### src/rtl/mult_8bit_seq_pkg.sv
// Shared definitions for the sequential shift-and-add multiplier.
//   DEFAULT_WIDTH : default operand width (product is twice this)
//   state_t       : controller states, 2-bit encoding
package mult_8bit_seq_pkg;

    localparam int DEFAULT_WIDTH = 8;

    typedef enum logic [1:0] {
        ST_IDLE = 2'd0,
        ST_RUN  = 2'd1,
        ST_DONE = 2'd2
    } state_t;

endpackage

### src/rtl/mult_8bit_seq_if.sv
// Request/result bundle between the ALU control FSM (master) and the
// multiplier (slave).
//   start   : master -> slave, operation request
//   a, b    : master -> slave, multiplicand / multiplier
//   busy    : slave -> master, iterating
//   done    : slave -> master, one-cycle result-valid pulse
//   product : slave -> master, 2*WIDTH-bit result
//
// Handshake: the slave samples start only when busy is low (IDLE or the
// DONE cycle); a and b are captured at that same edge and may change
// afterwards. busy is high for exactly WIDTH cycles, then done pulses for
// one cycle with product valid. start while busy is ignored. product holds
// its value until the next operation completes.
interface mult_8bit_seq_if
    import mult_8bit_seq_pkg::*;
#(
    parameter int WIDTH = DEFAULT_WIDTH
);
    logic                 start;
    logic [WIDTH-1:0]     a;
    logic [WIDTH-1:0]     b;
    logic                 busy;
    logic                 done;
    logic [2*WIDTH-1:0]   product;

    modport master (output start, a, b, input busy, done, product);
    modport slave  (input start, a, b, output busy, done, product);
endinterface

### src/rtl/mult_8bit_seq_add_nbit.sv
// Ripple-carry adder used for the per-iteration partial-sum add.
//   add_full : single full-adder cell (a_i, b_i, c_i -> s_o, c_o)
//   add_nbit : WIDTH-bit chain of add_full, carry-in tied to 0
//              a_i, b_i : WIDTH-bit addends
//              sum_o    : WIDTH-bit sum
//              cout_o   : carry out of the top cell
module add_full (
    input  logic a_i,
    input  logic b_i,
    input  logic c_i,
    output logic s_o,
    output logic c_o
);
    assign s_o = a_i ^ b_i ^ c_i;
    assign c_o = (a_i & b_i) | (c_i & (a_i ^ b_i));
endmodule

module add_nbit #(
    parameter int WIDTH = 8
) (
    input  logic [WIDTH-1:0] a_i,
    input  logic [WIDTH-1:0] b_i,
    output logic [WIDTH-1:0] sum_o,
    output logic             cout_o
);
    logic [WIDTH:0] carry;

    assign carry[0] = 1'b0;

    for (genvar i = 0; i < WIDTH; i++) begin : g_cell
        add_full u_fa (
            .a_i (a_i[i]),
            .b_i (b_i[i]),
            .c_i (carry[i]),
            .s_o (sum_o[i]),
            .c_o (carry[i+1])
        );
    end

    assign cout_o = carry[WIDTH];
endmodule

### src/rtl/mult_8bit_seq.sv
// Sequential unsigned shift-and-add multiplier, one ripple add per cycle.
//   clk     : clock, rising edge
//   rst_n   : synchronous active-low reset
//   bus     : mult_8bit_seq_if slave (start/a/b in, busy/done/product out)
//   state_o : current controller state (debug visibility)
// An accepted start runs exactly WIDTH iterations (no early-out), then
// pulses done for one cycle. product is a separate register written only on
// the final iteration, so partial accumulator values never appear on it.
module mult_8bit_seq
    import mult_8bit_seq_pkg::*;
#(
    parameter int WIDTH = DEFAULT_WIDTH
) (
    input  logic                 clk,
    input  logic                 rst_n,
    mult_8bit_seq_if.slave       bus,
    output state_t               state_o
);
    localparam int             CW   = $clog2(WIDTH) + 1;
    localparam logic [CW-1:0]  LAST = CW'(WIDTH - 1);
    localparam logic [CW-1:0]  ONE  = CW'(1);

    state_t               state_q;
    logic                 busy_q;
    logic                 done_q;
    logic [CW-1:0]        count_q;
    logic [WIDTH-1:0]     mcand_q;
    logic [2*WIDTH-1:0]   acc_q;
    logic [2*WIDTH-1:0]   acc_d;
    logic [2*WIDTH-1:0]   product_q;

    logic [WIDTH-1:0]     sum;
    logic                 cout;

    add_nbit #(.WIDTH(WIDTH)) u_add (
        .a_i    (acc_q[2*WIDTH-1:WIDTH]),
        .b_i    (mcand_q),
        .sum_o  (sum),
        .cout_o (cout)
    );

    // Upper half accumulates partial sums; lower half starts as the
    // multiplier and is shifted out LSB-first. The carry is shifted in at
    // the top so the 2*WIDTH result is exact.
    always_comb begin
        acc_d = {1'b0, acc_q[2*WIDTH-1:1]};
        if (acc_q[0]) begin
            acc_d = {cout, sum, acc_q[WIDTH-1:1]};
        end
    end

    always_ff @(posedge clk) begin
        if (!rst_n) begin
            state_q   <= ST_IDLE;
            busy_q    <= 1'b0;
            done_q    <= 1'b0;
            count_q   <= '0;
            mcand_q   <= '0;
            acc_q     <= '0;
            product_q <= '0;
        end else begin
            case (state_q)
                ST_IDLE, ST_DONE: begin
                    done_q <= 1'b0;
                    if (bus.start) begin
                        mcand_q <= bus.a;
                        acc_q   <= {{WIDTH{1'b0}}, bus.b};
                        count_q <= '0;
                        busy_q  <= 1'b1;
                        state_q <= ST_RUN;
                    end else begin
                        busy_q  <= 1'b0;
                        state_q <= ST_IDLE;
                    end
                end
                ST_RUN: begin
                    acc_q   <= acc_d;
                    count_q <= count_q + ONE;
                    if (count_q == LAST) begin
                        product_q <= acc_d;
                        busy_q    <= 1'b0;
                        done_q    <= 1'b1;
                        state_q   <= ST_DONE;
                    end
                end
                default: begin
                    busy_q  <= 1'b0;
                    done_q  <= 1'b0;
                    state_q <= ST_IDLE;
                end
            endcase
        end
    end

    assign bus.busy    = busy_q;
    assign bus.done    = done_q;
    assign bus.product = product_q;
    assign state_o     = state_q;
endmodule

### src/flat_wrapper.sv
// flat-port wrapper written by rule: the top's interface ports become plain ports
module mult_8bit_seq_flat import mult_8bit_seq_pkg::*;
#(
    parameter int WIDTH = DEFAULT_WIDTH
)
  (clk, rst_n, state_o, bus_start, bus_a, bus_b, bus_busy, bus_done, bus_product);
  mult_8bit_seq_if #(.WIDTH(WIDTH)) bus_i ();
  input  logic clk;
  input  logic rst_n;
  output state_t state_o;
  input wire logic [$bits(bus_i.start)-1:0] bus_start;
  input wire logic [$bits(bus_i.a)-1:0] bus_a;
  input wire logic [$bits(bus_i.b)-1:0] bus_b;
  output wire logic [$bits(bus_i.busy)-1:0] bus_busy;
  output wire logic [$bits(bus_i.done)-1:0] bus_done;
  output wire logic [$bits(bus_i.product)-1:0] bus_product;
  assign bus_i.start = bus_start;
  assign bus_i.a = bus_a;
  assign bus_i.b = bus_b;
  assign bus_busy = bus_i.busy;
  assign bus_done = bus_i.done;
  assign bus_product = bus_i.product;
  mult_8bit_seq #(.WIDTH(WIDTH)) u_core (.clk(clk), .rst_n(rst_n), .bus(bus_i), .state_o(state_o));
endmodule
### config.mk
export PLATFORM = sky130hd
export DESIGN_NAME = mult_8bit_seq_flat
export DESIGN_NICKNAME = d
export VERILOG_FILES = /design/src/rtl/mult_8bit_seq_pkg.sv /design/src/rtl/mult_8bit_seq_if.sv /design/src/rtl/mult_8bit_seq_add_nbit.sv /design/src/rtl/mult_8bit_seq.sv /design/src/flat_wrapper.sv
export SDC_FILE = /design/constraint.sdc
export NUM_CORES = 1
export LEC_CHECK = 0
export ABC_AREA = 1
export ABC_CLOCK_PERIOD_IN_PS = 4600
export BUFFER_PORTS_ARGS = -buffer_cell sky130_fd_sc_hd__buf_4
export CAP_MARGIN = 10
export CELL_PAD_IN_SITES_DETAIL_PLACEMENT = 0
export CELL_PAD_IN_SITES_GLOBAL_PLACEMENT = 1
export CORE_MARGIN = 2
export CORE_UTILIZATION = 40
export CTS_BUF_LIST = sky130_fd_sc_hd__clkbuf_16
export CTS_CLUSTER_SIZE = 40
export DETAILED_ROUTE_END_ITERATION = 10
export PLACE_DENSITY_LB_ADDON = 0.1
export SETUP_SLACK_MARGIN = 0.3
export SLEW_MARGIN = 20
export SYNTH_ARGS = -nofsm -noshare
export SYNTH_HDL_FRONTEND = slang
export SYNTH_SLANG_ARGS = --single-unit
### constraint.sdc
create_clock -name clk -period 4.6 [get_ports clk]
set_input_delay 0 -clock clk [delete_from_list [all_inputs] [get_ports clk]]
set_output_delay 0 -clock clk [all_outputs]
set_load 0.01 [all_outputs]
==> summary.md <==
| Metric | Value |
|---|---|
| Status | finished with violations |
| Violated checks | hold timing |
| Core Region | 5110 µm² |
| Tcrit/Tclk final | 78.9% |
| WL/cell | 12.4 µm |
| Placed insts | 370 |
| Initial DRC count | 88 |
| Cell taking the most area after synthesis | dfxtp_1 |
| Worst min-delay path class | in -> reg |
| CP max-delay cell | fa_1 |
| Sw Share | 24.1% |
| RSZ-0062 raised after global routing | false |
| Largest net degree at the start of global routing | 40 |
| Pwr/cell area | 335 nW/µm² |
| Top_reg_cell synth | dfxtp_1 |
| Post-DRT Antenna Nets | 0 |
| CTS max path bufs | 2 |
| Worst-Margin Slew | 0.787 ns |
| Via density | 4.60 |
| CP arrival | 3.80 ns |
| Post-detail-place hpwl | 3240 µm |
| Fin nets | 339 |
| H-tree Lvls | 2 |
| Synth area leaders | dfxtp_1, nand2_1, fa_1 |
| Cell Count, Final, Fillers Out | 382 |
| Area delta synth->final | 22.7% |
| GRT Total Usage | 18.0% |
| Slew Limit Fails | 0 |
| Drt first pass iters | 6 |
| PortBufs | 38 |
| Seq cells post-synth | 48 |
| Total congestion overflow | 0 |
| Max Clk Rate | 276 MHz |
| Layout fillers | 538 |
| CP Capture Type | register |
| Netlist cell types | 23 |
| Max-cap violation count | 0 |
| Post-CTS setup repair buffer count | 0 |
| Residual DRC | 0 |
| CTS Buf Count | 5 |
| Worst-path fanout max | 3 |
| Post-synth top cells | nand2_1, dfxtp_1, nand3_1 |
| Sink Count | 48 |
| Clk_lat worst skew | 0.28 ns |
| Worst-path clk slew | 0.06 ns |
| Ys async rst share | 0% |
| Number of flops mapped to enable cells by yosys | 0 |
| Mapped Cells | 273 |
| Clock skew | 0.00653 ns |
| Most Frequent Cell on Critical Path | fa_1 |
| Final min period | 3.63 ns |
| Initial Util | 41.5% |
| TNS Setup | 0 ns |
| Worst EP required | 4.77 ns |
| Worst hold slack | -0.000505 ns |
| Via count | 1757 |
| First-pass GRT wire length | 8410 µm |
| Num ports | 39 |
| FF-to-FF Start | u_core.acc_q[8] |
| Crit path launch | u_core.acc_q[8] |
| Final hold violations | 1 |
| Routability congestion estimate | 0.769 |
| Syn nets | 301 |
| Hold Startpoint | bus_a[3] |
| Combinational share of power | 10.1% |
| CTS resizes | 0 |
| Share of the synthesized area in the top cell type | 45.4% |
| Crit path cell chain | ha_1 -> inv_1 -> fa_1 -> fa_1 -> fa_1 -> inv_1 -> fa_1 -> inv_1 -> fa_1 -> fa_1 -> inv_1 -> fa_1 -> nand2_1 -> nand2_1 -> o21ai_0 -> nor2_1 |
| Syn_area_per_cell | 7.76 µm² |
| Setup violators final | 0 |
| Mapped Area | 2120 µm² |
| Yosys warning count | 0 |
| Crit-path max cell delay | 0.40 ns |
| Max IR drop VDD | 0.190 mV |
| CTS tree | done |
| WS Path Type | reg -> reg |
| Die area | 5890 µm² |
| Critical Path Start Type | register |
| Cell leakage power | 1.14 nW |
| Int Power | 0.000660 W |
| Chip width | 76.8 µm |
| ANT cells | 0 |
| Vias in the first global route | 1720 |
| Initial antenna violation count | 0 |
| Relative slew slack | 47.3% |
| Post-synthesis sequential area ratio | 45.4% |
| Root Buffer | clkbuf_16 |
| Switching power | 0.000210 W |
| # rows | 26 |
| Most frequent cell after synthesis | nand2_1 |
| Seq pwr share | 50.9% |
| Clock share of power | 38.9% |
| Share of cells above drive strength 1 | 19.9% |
| Die Y | 76.8 µm |
| Routed WL | 4730 µm |
-- stage by stage --
stage	utilization, %	area, µm²	power [W]	setup slack [ns]
6_report	50.9	2600	0.000870	0.972
4_1_cts	50.9	2600	0.000883	0.989
3_5_place_dp	47.4	2420	0.000539	1.01
2_1_floorplan	-	2120	0.000510	1.13
3_3_place_gp	47.4	2420	0.000539	1.02
5_1_grt	50.9	2600	0.000915	0.731
-- path summary, 6_finish.rpt --
check	endpoint	slack [ns]	cells past startpoint
min	u_core.mcand_q[3]	-0.0005	3
max	u_core.bus.product[14]	0.97	16
max reg2reg	u_core.bus.product[14]	0.97	16
min reg2reg	u_core.bus.product[3]	0.47	2
-- worst max-delay path, delay by kind of cell (launching register included) --
kind                       cells  cell delay (ns)
adders and majority gates      8             2.58
DFF                            1             0.35
buffers and inverters          4             0.24
and+or+nand+nor                3             0.20
AOI/OAI and AO/OA              1             0.15
-- timing repair --
action                                  in CTS  in global routing
endpoints found under the setup margin       0                  0
hold buffers                                 4                  0
hold endpoints to repair                     4                  0
-- cells by family after synthesis --
| family | share of synthesized area [%] |
|---|---|
| compound gates | 11.6 |
| fa+ha+maj | 7.80 |
| buf+inv | 8.86 |
| flops | 45.4 |
| simple gates | 26.3 |
-- sequential cells by signal (all words and copies together) (netlist names) --
name	cells
u_core.count_q	4
u_core.bus.busy	1
u_core.bus.product	16
u_core.acc_q	16
u_core.bus.done	1
u_core.mcand_q	8
u_core.state_o	2
-- layout by cell type, fill, tap and decap left out, types with 4 or more instances in the layout --
cell type / netlist / routed
nand2_1: 72 / 72
dfxtp_1: 48 / 48
buf_4: 1 / 38
inv_1: 26 / 28
nand3_1: 27 / 27
o21ai_0: 22 / 22
nor2_1: 17 / 17
a21oi_1: 14 / 14
o21ai_1: 8 / 8
fa_1: 7 / 7
nand2_2: 5 / 5
clkbuf_16: 0 / 5
dlygate4sd3_1: 0 / 4
-- final cells by class --
| type | instances | area, µm² | share of cell area [%] |
|---|---|---|---|
| Clock inverter | 3 | 11.3 | 0.433 |
| Clock buffer | 5 | 125 | 4.81 |
| Tap cell | 70 | 87.6 | 3.37 |
| Inverter | 31 | 119 | 4.57 |
| Timing Repair Buffer | 42 | 325 | 12.5 |
| Sequential cell | 48 | 961 | 37.0 |
| Multi-Input combinational cell | 183 | 970 | 37.3 |
-- layer usage --
layer / part of all wire [%] / global-route usage, %
met1: 50 / 23.9
met2: 45 / 28.9
met3: 3.3 / 4.24
met4: 1.4 / 6.00
met5: 0 / 0
-- power by group through the flow --
stage	registers, W	logic (W)	clock network, W
6_report	0.000443	0.0000882	0.000339
3_5_place_dp	0.000452	0.0000870	0
5_1_grt	0.000445	0.000102	0.000367
3_3_place_gp	0.000452	0.0000868	0
2_1_floorplan	0.000448	0.0000620	0
4_1_cts	0.000443	0.0000900	0.000350
Power figures use the tool's default switching activity.
